[config.mk]
export PLATFORM = sky130hd
export DESIGN_NAME = audio_pcm_scheduler
export DESIGN_NICKNAME = d
export VERILOG_FILES = /design/src/rtl/audio_pcm_scheduler.sv
export SDC_FILE = /design/constraint.sdc
export NUM_CORES = 1
export LEC_CHECK = 0
export CAP_MARGIN = 40
export CORE_AREA = 2 2 129 181
export CTS_CLUSTER_DIAMETER = 200
export DETAILED_ROUTE_END_ITERATION = 8
export DIE_AREA = 0 0 131 183
export HOLD_SLACK_MARGIN = 0.08
export PLACE_DENSITY = 0.95
export RECOVER_POWER = 50
export SYNTH_ARGS = -nofsm -noshare
export SYNTH_HDL_FRONTEND = slang
export SYNTH_SLANG_ARGS = --single-unit
[constraint.sdc]
create_clock -name clk -period 5.9 [get_ports clk]
set_input_delay 0.59 -clock clk [delete_from_list [all_inputs] [get_ports clk]]
set_output_delay 0.59 -clock clk [all_outputs]
set_load 0.02 [all_outputs]
[src/rtl/audio_pcm_scheduler.sv]
// Audio PCM scheduler: buffers 16-bit stereo sample pairs in a small FIFO and
// releases one pair every period+1 clocks. Each released pair is attenuated,
// rounded and saturated to PCM_BITS before it reaches the DAC/PWM stage.
module audio_pcm_scheduler #(
  parameter int unsigned PCM_BITS   = 12,
  parameter int unsigned FIFO_DEPTH = 8,
  parameter int unsigned PREFILL    = 4,
  parameter int unsigned DIV_BITS   = 16
) (
  input  logic                        clk,
  input  logic                        reset_n,
  input  logic                        enable,
  input  logic [DIV_BITS-1:0]         period,
  input  logic [3:0]                  atten,
  input  logic                        in_valid,
  output logic                        in_ready,
  input  logic signed [15:0]          in_left,
  input  logic signed [15:0]          in_right,
  output logic signed [PCM_BITS-1:0]  pcm_left,
  output logic signed [PCM_BITS-1:0]  pcm_right,
  output logic                        sample_strobe,
  output logic [$clog2(FIFO_DEPTH):0] level,
  output logic                        underrun,
  input  logic                        underrun_clr
);

  localparam int unsigned AddrW  = $clog2(FIFO_DEPTH);
  localparam int unsigned LvlW   = AddrW + 1;
  // Half an output LSB, added before truncating the low input bits.
  localparam int unsigned RndInt = 1 << (15 - PCM_BITS);
  localparam int unsigned Shift  = 16 - PCM_BITS;
  localparam int unsigned MaxInt = (1 << (PCM_BITS - 1)) - 1;

  typedef enum logic [1:0] {
    StIdle,
    StPrefill,
    StRun
  } state_e;

  state_e state_q, state_d;

  logic [DIV_BITS-1:0] div_q, div_d;
  logic [AddrW-1:0]    wr_q, wr_d;
  logic [AddrW-1:0]    rd_q, rd_d;
  logic [LvlW-1:0]     level_q, level_d;
  logic                pend_q, pend_d;
  logic [PCM_BITS-1:0] conv_l_q, conv_l_d;
  logic [PCM_BITS-1:0] conv_r_q, conv_r_d;
  logic [PCM_BITS-1:0] pcm_l_q, pcm_l_d;
  logic [PCM_BITS-1:0] pcm_r_q, pcm_r_d;
  logic                strobe_q, strobe_d;
  logic                underrun_q, underrun_d;
  // Holds in_ready low until the first clock after reset release.
  logic                ready_q;

  logic                wr_en;
  logic                pop;
  logic                tick;

  logic [15:0] mem_l [FIFO_DEPTH];
  logic [15:0] mem_r [FIFO_DEPTH];

  // Attenuate, round to nearest and clip the positive overflow of one channel.
  function automatic logic [PCM_BITS-1:0] to_pcm(input logic signed [15:0] s,
                                                 input logic [3:0]          sh);
    logic signed [15:0] a;
    logic signed [16:0] sum;
    logic signed [16:0] r;
    a   = s >>> sh;
    sum = $signed({a[15], a}) + $signed(17'(RndInt));
    r   = sum >>> Shift;
    if (r > $signed(17'(MaxInt))) begin
      return PCM_BITS'(MaxInt);
    end
    return r[PCM_BITS-1:0];
  endfunction

  // Ready depends on registered state only, never on in_valid.
  assign in_ready      = ready_q && (level_q < LvlW'(FIFO_DEPTH));
  assign level         = level_q;
  assign pcm_left      = pcm_l_q;
  assign pcm_right     = pcm_r_q;
  assign sample_strobe = strobe_q;
  assign underrun      = underrun_q;

  // Next-state logic: FSM, divider, FIFO pointers, output pipeline, underrun flag.
  always_comb begin
    state_d    = state_q;
    div_d      = div_q;
    wr_d       = wr_q;
    rd_d       = rd_q;
    level_d    = level_q;
    pend_d     = 1'b0;
    conv_l_d   = conv_l_q;
    conv_r_d   = conv_r_q;
    pcm_l_d    = pcm_l_q;
    pcm_r_d    = pcm_r_q;
    strobe_d   = 1'b0;
    underrun_d = underrun_q & ~underrun_clr;
    tick       = 1'b0;
    pop        = 1'b0;
    wr_en      = in_valid && in_ready && enable && (state_q != StIdle);

    // A pair popped last cycle reaches the outputs now.
    if (pend_q) begin
      pcm_l_d  = conv_l_q;
      pcm_r_d  = conv_r_q;
      strobe_d = 1'b1;
    end

    unique case (state_q)
      StIdle: begin
        wr_d    = '0;
        rd_d    = '0;
        level_d = '0;
        div_d   = period;
        pcm_l_d = '0;
        pcm_r_d = '0;
        if (enable) begin
          state_d = StPrefill;
        end
      end
      StPrefill: begin
        div_d = period;
        if (level_q >= LvlW'(PREFILL)) begin
          state_d = StRun;
        end
      end
      StRun: begin
        tick  = (div_q == '0);
        div_d = tick ? period : div_q - DIV_BITS'(1);
        if (tick) begin
          if (level_q != '0) begin
            pop = 1'b1;
          end else begin
            underrun_d = 1'b1;
            state_d    = StPrefill;
          end
        end
      end
      default: state_d = StIdle;
    endcase

    if (wr_en) begin
      wr_d = wr_q + AddrW'(1);
    end
    if (pop) begin
      rd_d     = rd_q + AddrW'(1);
      pend_d   = 1'b1;
      // atten is applied here, at pop time, not when the pair was pushed.
      conv_l_d = to_pcm(mem_l[rd_q], atten);
      conv_r_d = to_pcm(mem_r[rd_q], atten);
    end
    if (state_q != StIdle) begin
      level_d = level_q + LvlW'(wr_en) - LvlW'(pop);
    end

    // Disabling flushes everything, including a pop still in the pipeline.
    if (!enable) begin
      state_d  = StIdle;
      wr_d     = '0;
      rd_d     = '0;
      level_d  = '0;
      div_d    = period;
      pend_d   = 1'b0;
      pcm_l_d  = '0;
      pcm_r_d  = '0;
      strobe_d = 1'b0;
    end
  end

  // State registers with asynchronous active-low reset.
  always_ff @(posedge clk or negedge reset_n) begin
    if (!reset_n) begin
      state_q    <= StIdle;
      div_q      <= '0;
      wr_q       <= '0;
      rd_q       <= '0;
      level_q    <= '0;
      pend_q     <= 1'b0;
      conv_l_q   <= '0;
      conv_r_q   <= '0;
      pcm_l_q    <= '0;
      pcm_r_q    <= '0;
      strobe_q   <= 1'b0;
      underrun_q <= 1'b0;
      ready_q    <= 1'b0;
    end else begin
      state_q    <= state_d;
      div_q      <= div_d;
      wr_q       <= wr_d;
      rd_q       <= rd_d;
      level_q    <= level_d;
      pend_q     <= pend_d;
      conv_l_q   <= conv_l_d;
      conv_r_q   <= conv_r_d;
      pcm_l_q    <= pcm_l_d;
      pcm_r_q    <= pcm_r_d;
      strobe_q   <= strobe_d;
      underrun_q <= underrun_d;
      ready_q    <= 1'b1;
    end
  end

  // FIFO storage; no reset needed since occupancy is tracked by level_q.
  always_ff @(posedge clk) begin
    if (wr_en) begin
      mem_l[wr_q] <= in_left;
      mem_r[wr_q] <= in_right;
    end
  end

endmodule

* After elaboration in Yosys (flattened, before gate mapping)
Memories as Yosys holds them, arrays and structs flattened. Cells that the tools add are included.
Word-level totals: flip-flop bits (word level) 80, memory bits (writable) 256, output and inout port bits 31, memories kept 2
Cells by class: add/subtract/negate cells 7, $lt $le $gt $ge 4, eq/ne operators 10, shifts and indexed selects 2, muxes and demuxes 42, bitwise operators 2, reductions and logical operators 10
Memory list:
- mem_l | words 8, bits a word 16, rd ports 1, clocked after memory_dff 0, write ports 1, line 60 | logic [15:0] mem_l [FIFO_DEPTH];
- mem_r | words 8, bits a word 16, rd ports 1, clocked after memory_dff 0, write ports 1, line 61 | logic [15:0] mem_r [FIFO_DEPTH];
Operators with widths (count):
- 2-to-1 mux 12 bit | 10
- adder 16 x 5 -> 17 bit (second input constant) | 2
- 2-to-1 mux 16 bit | 2
- case mux 16 bit (2 select lines) | 1
- >>> shifter 16 x 4 -> 16 bit | 2
- > comparator 13 x 12 -> 1 bit (second input constant) | 2
- logical NOT 16 bit | 1
- 2-to-1 mux 1 bit | 16
- subtractor 16 x 1 -> 16 bit (second input constant) | 1
- 2-to-1 mux 3 bit | 5
- 2-to-1 mux 4 bit | 3
- != test 3 x 1 -> 1 bit (second input constant) | 4
- != test 3 bit (second input constant) | 3
- 2-to-1 mux 2 bit | 4
- adder 3 x 1 -> 3 bit (second input constant) | 2
- case mux 2 bit (3 select lines) | 1
- adder 4 x 1 -> 4 bit | 1
- >= comparator 4 x 3 -> 1 bit (second input constant) | 1
- logical AND 1 bit | 4
- < comparator 4 bit (second input constant) | 1
- nonzero test 4 bit | 1
- subtractor 4 x 1 -> 4 bit | 1
- != test 3 x 2 -> 1 bit (second input constant) | 1
- AND reduction 3 bit | 1
- 7 further kinds | 7

* Depth between registers and ports, before layout
Gate-level depths: netlist of run 1.
depth in word-level cells 9, gate-level depth with buffers 17, gate-level depth less buffers 15

* Worst setup path before layout of run 1
Ideal clock, no wire load.
path type register to register, start point register level_q[3] (netlist: level[3]), end point memory mem_l[0][10] (enable), setup time 442 ps, arrival time 3328 ps, slack 2131 ps, stages on the path, launching flop included 5, period minus slack after synthesis 3769 ps, cell sequence dfrtp_1 nor2b_1 nand2_1 or3_1 nor3_1
Between the ends: cells in the longest elaborated chain, start to end 7
RTL lines:
- start, declared | line 45 | logic [LvlW-1:0] level_q, level_d;
- start signal, assigned | line 193 | level_q <= level_d;
- < comparator 4 bit | line 79 | assign in_ready = ready_q && (level_q < LvlW'(FIFO_DEPTH));
- logical AND 1 bit | line 79
- net in_ready | line 16 | output logic in_ready,
- logical AND 1 bit (3 in series) | line 102 | wr_en = in_valid && in_ready && enable && (state_q != StIdle);
- 2-to-1 mux 1 bit | line 207 | if (wr_en) begin
- 2-to-1 mux 1 bit (not written as such) | line 208 | mem_l[wr_q] <= in_left;
- end, declared | line 60
The timed path passes the listed nets, and every way through them passes these cells.

* Worst setup path after layout of run 1
start point register rd_q[2], end point register conv_r_q[10]
Between the ends: cells in the longest elaborated chain, start to end 7
RTL lines:
- start, declared | line 44 | logic [AddrW-1:0] rd_q, rd_d;
- start signal, assigned | line 192 | rd_q <= rd_d;
- memory read (8 x 16 bit) *
- >>> shifter 16 x 4 -> 16 bit * | line 69 | a = s >>> sh;
- adder 16 x 5 -> 17 bit * | line 70 | sum = $signed({a[15], a}) + $signed(17'(RndInt));
- > comparator 13 x 12 -> 1 bit | line 72 | if (r > $signed(17'(MaxInt))) begin
- 2-to-1 mux 1 bit | line 72
- 2-to-1 mux 1 bit | line 147 | if (pop) begin
- 2-to-1 mux 12 bit * | line 75 | return r[PCM_BITS-1:0];
- end signal, assigned | line 196 | conv_r_q <= conv_r_d;
- end, declared | line 48 | logic [PCM_BITS-1:0] conv_r_q, conv_r_d;
Mark *: on every way between the ends. The rest lies on a longest branch, timed or not. The select of a mux whose other input is x is not followed. A chain may end at the register's enable or synchronous reset.

==> summary.md, run 1 <==
| Metric | Value |
|---|---|
| Power Dens Cells | `259 nW/um^2` |
| Multi-input logic area | `~5300 sq um` |
| Top_reg_cell synth | `edfxtp_1` |
| EDFF count, synth | `208` |
| Setup crit end | `conv_r_q[10]` |
| Final core utilization | `0.710` |
| Diodes inserted | `0` |
| CORE AREA | `22400 sq um` |
| Unrepaired setup endpoints after global routing | `false` |
| Vias/cell | `around 6.5` |
| Most frequent cells in the layout | `edfxtp_1, nor2_1, mux2i_1` |
| Post-Syn Instances | `1067` |
| Cts repair resizes | `0` |
| Syn Std Cell Area | `14100 sq um` |
| Final-layout fill cell count | `1434` |
| Die H | `183 microns` |
| Area Overhead vs Synth | `12.7%` |
| Longest Clk Path Bufs | `3` |
| Share of layout cells above drive strength 1 | `0.141` |
| Synth area leader | `edfxtp_1` |
| Drt first-iter violations | `933` |
| Number of synthesis warnings | `0` |
| Worst Tran Pin Value | `about 1400 ps` |
| Die X | `131 microns` |
| Reg clk slew, reported paths | `~70 ps` |
| Storage cell area | `8250 sq um` |
| Register area share after synthesis | `0.585` |
| Max-Cap Viols | `0` |
| Top post-synthesis cells by area | `edfxtp_1, dfrtp_1, mux2i_1` |
| Relative slew margins | `0.0574` |
| CP endpoint kind | `register` |
| Reg-to-reg endpoint | `conv_r_q[10]` |
| CP max FO | `31` |
| Critical Path Start Type | `register` |
| Post-synthesis cell type count | `88` |
| FMAX | `228 MHz` |
| Via count | `9502` |
| Initial antenna violation count | `0` |
| Pin count of the biggest net entering global routing | `69` |
| Final hold vios | `0` |
| Wire length per cell | `22.7 microns` |
| Worst R2R Setup Slack | `1510 ps` |
| Number of global-route vias before repair | `9406` |
| Routed Antenna Nets | `0` |
| Crit path kind | `register to register` |
| Outcome | `complete, no violations` |
| Die area | `around 24000 sq um` |
| CP startpoint | `rd_q[2]` |
| H-tree depth | `1` |
| Hold WC Path Type | `register to register` |
| GRT Util Overall | `0.284` |
| Net Count, Synth | `approximately 1100` |
| Critical Path RT | `6290 ps` |
| Commonest non-fill, non-tap cell in the layout | `edfxtp_1` |
| Dpl hpwl | `22000 microns` |
| Max-slew violation count | `0` |
| Final net count | `1207` |
| Async SR Flop Fraction | `0.278` |
| CTS buffer count | `26` |
| # DRC | `0` |
| IO Count | `approximately 90` |
| First-pass GRT wire length | `roughly 52000 microns` |
| Initial core utilization | `0.630` |
| Gpl congestion | `1.07` |
| Flops & latches, synth | `around 290` |
| Input/output buffers | `just over 80` |
| Crit path arrival time | `roughly 4800 ps` |
| CTS tree | `built` |
| TritonCTS Sinks | `288` |
| Row Count | `65` |
| Clk_lat worst skew | `560 ps` |
| Final period util | `0.744` |
| Overflow after GRT | `0` |
| Worst VDD drop | `0.000239 V` |
| Synth Area per Inst | `13.2 sq um` |
| WL final | `around 33000 microns` |
| Final setup viols | `0` |
| Setup TNS | `0 ps` |
| CTS Root Cell | `clkbuf_16` |
| Fin crit period | `4390 ps` |
| Share of the synthesized area in the top cell type | `0.443` |
| Leak pwr | `around 0.0054 uW` |
| Worst reg2reg path depth | `12` |
| Initial DRT Pass Iterations | `7` |
| Clk_skew | `29.3 ps` |
| R2R Path Start | `rd_q[2]` |
## sequential cells by signal (all words and copies together), names as in the netlist
| register | cells |
|---|---|
| state_q | 2 |
| div_q | 16 |
| conv_l_q | 12 |
| sample_strobe | 1 |
| conv_r_q | 12 |
| ready_q | 1 |
| level | 4 |
| mem_l | 104 |
| pend_q | 1 |
| pcm_left | 12 |
| pcm_right | 12 |
| wr_q | 3 |
| mem_r | 104 |
| rd_q | 3 |
| underrun | 1 |
## metrics by stage
step                worst slack, ps  hold WS, ps  instance area (sq um)  total power (uW)  instances
floorplan                      2130          294                  14100              2400       1067
global placement               1590          471                  15000              2490       1409
detailed placement             1570          454                  15000              2500       1411
CTS                            1580          428                  15900              4120       1460
global route                   1210          535                  15900              4220       1460
finish                         1510          497                  15900              4110       1460
## power by group
group / switching [uW] / internal (uW)
combinational: 155 / 98.0
sequential: 15.9 / 2200
clock: 723 / 917
total: 895 / 3210
## cell usage after synthesis (8+ instances only)
cell type / number
nor2b_1: 11
dfrtp_1: 80
clkbuf_1: 29
ha_1: 10
nand2_1: 61
mux2_2: 10
and2_1: 8
buf_6: 16
mux4_2: 34
a22oi_1: 15
o22ai_1: 9
a22o_1: 14
nor3_1: 28
nand3_1: 29
edfxtp_1: 208
or2_2: 11
xnor2_1: 11
a21oi_2: 11
inv_1: 22
xor2_1: 9
a21oi_1: 37
o21ai_0: 44
a31oi_1: 11
nor2_1: 109
o211ai_1: 10
mux2i_1: 88
## layer usage
metal  track usage  vias up  wire length, microns
met5             0        -                     0
met4         0.153        0                  2060
met3        0.0464      141                  2600
met2         0.480      537                 16700
met1         0.347     4588                 11900
li1              -     4236                     -
## cells by family (layout without fill, tap and decap cells)
group,after synthesis,after routing,synth area share
AO/OA/AOI/OAI,209,209,0.102
other,1,1,0.000266
flip-flops,288,288,0.585
XOR/XNOR,20,20,0.0124
adder cells (fa/ha/maj),11,11,0.0103
AND/OR/NAND/NOR,313,313,0.110
multiplexers,140,140,0.140
buffers and inverters,85,177,0.0395
## layout make-up
class | count | share of cell area
Inverter | 23 | 0.00544
Timing Repair Buffer | 106 | 0.0637
Clock buffer | 33 | 0.0431
Tap cell | 301 | 0.0237
Clock inverter | 15 | 0.00938
Sequential cell | 288 | 0.520
Multi-Input combinational cell | 694 | 0.335
## how the worst min path moves through the flow
| stage | depth (start not counted) | slack [ps] | endpoint | start |
|---|---|---|---|---|
| after global routing | 2 | 530 | conv_r_q[11] | conv_r_q[11] |
| after CTS | 2 | 430 | div_q[4] | reset_n |
| after global placement | 2 | 470 | conv_r_q[11] | conv_r_q[11] |
| after detailed placement | 1 | 450 | div_q[4] | reset_n |
| final | 2 | 500 | conv_r_q[11] | conv_r_q[11] |
| after floorplan | 0 | 290 | conv_l_q[0] | reset_n |
## timing repair
action,in CTS,in global routing
hold buffers,1,0
endpoints found under the hold margin,12,0
buffers inserted,0,0
endpoints found under the setup margin,0,0
## worst max-delay path, stage by stage (launching register included)
cell     delay, ps
dfrtp_2        690
buf_4          530
nor2b_1        570
a22o_1         300
nor2_1         100
a22o_1         230
a221o_1        260
a211o_1        280
ha_1           270
nand4_2        140
o22ai_2        110
a21oi_2        540
a31oi_1        160
Note: power is estimated with default switching activity, not from simulation.
==> run 2, diff against run 1 <==
CORE_AREA = 2 2 140 197   (was 2 2 129 181)
DIE_AREA = 0 0 142 199   (was 0 0 131 183)
PLACE_DENSITY = 0.87   (was 0.95)
clock period = 3.68 ns   (was 5.9 ns; I/O delays follow)
==> summary.md, run 2 (synthesized netlist as in run 1, its figures left out) <==
| Metric | Value |
|---|---|
| Outcome | `complete, but fails checks (was complete, no violations)` |
| Failing checks | `max-capacitance violations, max-slew violations` |
| Final core utilization | `0.623 (was 0.710)` |
| CP max stage delay | `570 ps (was 690 ps)` |
| Final Instance Area | `16600 sq um (was 15900 sq um)` |
| Die area | `28300 sq um (was 24000 sq um)` |
| Hold WC Path Type | `input port to register (was register to register)` |
| Critical Path RT | `4100 ps (was 6290 ps)` |
| Clk_skew | `16.6 ps (was 29.3 ps)` |
| Routed Antenna Nets | `0 (unchanged)` |
| Crit path buf inv count | `2 (was 1)` |
| CP max FO | `9 (was 31)` |
| FMAX | `285 MHz (was 228 MHz)` |
| Row Count | `71 (was 65)` |
| Final setup viols | `0 (unchanged)` |
| Worst VDD drop | `0.000296 V (was 0.000239 V)` |
| Worst Tran Pin Value | `1700 ps (was 1410 ps)` |
| Input/output buffers | `81 (unchanged)` |
| Dpl hpwl | `23400 microns (was 22000 microns)` |
| Power Dens Cells | `400 nW/um^2 (was 259 nW/um^2)` |
| Crit-path leading delay family | `simple AND/OR/NAND/NOR gates (was compound AO/OA/AOI/OAI gates)` |
| Die X | `142 microns (was 131 microns)` |
| # DRC | `0 (unchanged)` |
| CORE AREA | `26600 sq um (was 22400 sq um)` |
| Area Overhead vs Synth | `17.5% (was 12.7%)` |
| CTS buffer count | `27 (was 26)` |
| Longest Clk Path Bufs | `3 (unchanged)` |
| Clk_lat worst skew | `540 ps (was 560 ps)` |
| Commonest non-fill, non-tap cell in the layout | `edfxtp_1 (unchanged)` |
| Via count | `9542 (was 9502)` |
| Max-Cap Viols | `2 (was 0)` |
| Pin count of the biggest net entering global routing | `65 (was 69)` |
| Wire length per cell | `21.5 microns (was 22.7 microns)` |
| Number of global-route vias before repair | `9609 (was 9406)` |
| Reg clk slew, reported paths | `60 ps (was 70 ps)` |
| Initial antenna violation count | `1 (was 0)` |
| H-tree depth | `1 (unchanged)` |
| Pre-CTS setup slack | `66.1 ps (was 1570 ps)` |
| Vias/cell | `6.13 (was 6.51)` |
| Max-slew violation count | `91 (was 0)` |
| CTS Root Cell | `clkbuf_16 (unchanged)` |
| TritonCTS Sinks | `288 (unchanged)` |
| Placed Area | `15700 sq um (was 15000 sq um)` |
| Most frequent cells in the layout | `edfxtp_1, nor2_1, mux2i_1 (unchanged)` |
| Critical Path Start Type | `register (unchanged)` |
| Initial core utilization | `0.530 (was 0.630)` |
| Worst path most repeated cell | `buf_4 (was a22o_1)` |
| Initial DRT Pass Iterations | `5 (was 7)` |
| IO Count | `88 (unchanged)` |
| Final net count | `1277 (was 1207)` |
| Setup ws final | `177 ps (was 1510 ps)` |
| Leak pwr | `0.00573 uW (was 0.00537 uW)` |
| CP endpoint kind | `register (unchanged)` |
| Final period util | `0.952 (was 0.744)` |
| Gpl congestion | `0.991 (was 1.07)` |
| Crit path arrival time | `3920 ps (was 4780 ps)` |
| Relative slew margins | `-0.136 (was 0.0574)` |
| Setup TNS | `0 ps (unchanged)` |
| Largest regs | `mem_l x104, mem_r x104, div_q x16 (unchanged)` |
| WL final | `33500 microns (was 33200 microns)` |
| Fin Hold WS | `413 ps (was 497 ps)` |
| Crit path kind | `register to register (unchanged)` |
| Die H | `199 microns (was 183 microns)` |
| Fin crit period | `3500 ps (was 4390 ps)` |
| CP max-delay cell | `mux4_1 (was dfrtp_2)` |
| Overflow after GRT | `0 (unchanged)` |
| Final-layout fill cell count | `1976 (was 1434)` |
| GRT Util Overall | `0.239 (was 0.284)` |
| CTS tree | `built (unchanged)` |
| CP Cell Sequence | `buf_4, buf_4, mux4_1, nor2_1, o32ai_1, or2_2, a221o_1, and3_1, o211ai_2, a21oi_2, nand2b_1, o22a_1 (was buf_4, nor2b_1, a22o_1, nor2_1, a22o_1, a221o_1, a211o_1, ha_1, nand4_2, o22ai_2, a21oi_2, a31oi_1)` |
| Final hold vios | `0 (unchanged)` |
| Unrepaired setup endpoints after global routing | `false (unchanged)` |
| First-pass GRT wire length | `52200 microns (was 51800 microns)` |
| Drt first-iter violations | `631 (was 933)` |
| Share of layout cells above drive strength 1 | `0.192 (was 0.141)` |
[run 2: cell types whose count changed in the layout (fill, tap and decap cells not counted), sizes merged]
cell	change
buf	+68
clkbuf	+3
clkinv	-3
clkdlybuf4s50	+1
clkinvlp	+1
diode	+1
dlygate4sd3	-1
inv	-1
[run 2: where the power goes]
part	internal, uW	switching [uW]	total [uW]
Sequential	3520	25.1	3550
Clock	1490	1140	2630
Combinational	193	257	450
Total	5210	1420	6630
[run 2: layer usage]
layer | part of all wire | vias to the layer above | GRT usage
li1 | - | 4361 | -
met1 | 0.39 | 4740 | 0.291
met2 | 0.51 | 350 | 0.421
met3 | 0.052 | 91 | 0.0270
met4 | 0.051 | 0 | 0.116
met5 | 0 | - | 0
[run 2: what timing repair did]
item,4_1_cts,5_1_grt
endpoints found under the hold margin,80,0
buffers inserted,0,3
endpoints found under the setup margin,0,21
gates resized for setup,0,8
hold buffers,1,0
[run 2: final timing paths]
kind | startpoint | end | slack (ps) | cells past startpoint
min in group asynchronous | reset_n | div_q[11] | 500 | 2
max in group asynchronous | reset_n | pcm_right[7] | 1150 | 3
worst max-delay path | rd_q[1] | conv_l_q[0] | 180 | 12
worst max register to register | rd_q[1] | conv_l_q[0] | 180 | 12
worst min register to register | conv_r_q[11] | conv_r_q[11] | 490 | 2
worst min-delay path | underrun_clr | underrun | 410 | 2
[run 2: stage by stage]
| step | std cells | power (uW) |
|---|---|---|
| final | 1556 | 6630 |
| after global routing | 1556 | 6840 |
| after CTS | 1552 | 6680 |
| after detailed placement | 1504 | 4060 |
| after global placement | 1503 | 4050 |
| after floorplan | 1067 | 3840 |
[run 2: cell type report]
| type | instances | area, sq um | share of cell area |
|---|---|---|---|
| clock buffer | 35 | 706 | 0.0426 |
| inverter | 23 | 86.3 | 0.00522 |
| antenna | 1 | 2.50 | 0.000151 |
| timing repair buffer | 175 | 1620 | 0.0978 |
| sequential | 288 | 8250 | 0.499 |
| multi-input combinational | 694 | 5360 | 0.324 |
| tap | 328 | 410 | 0.0248 |
| clock inverter | 12 | 120 | 0.00726 |
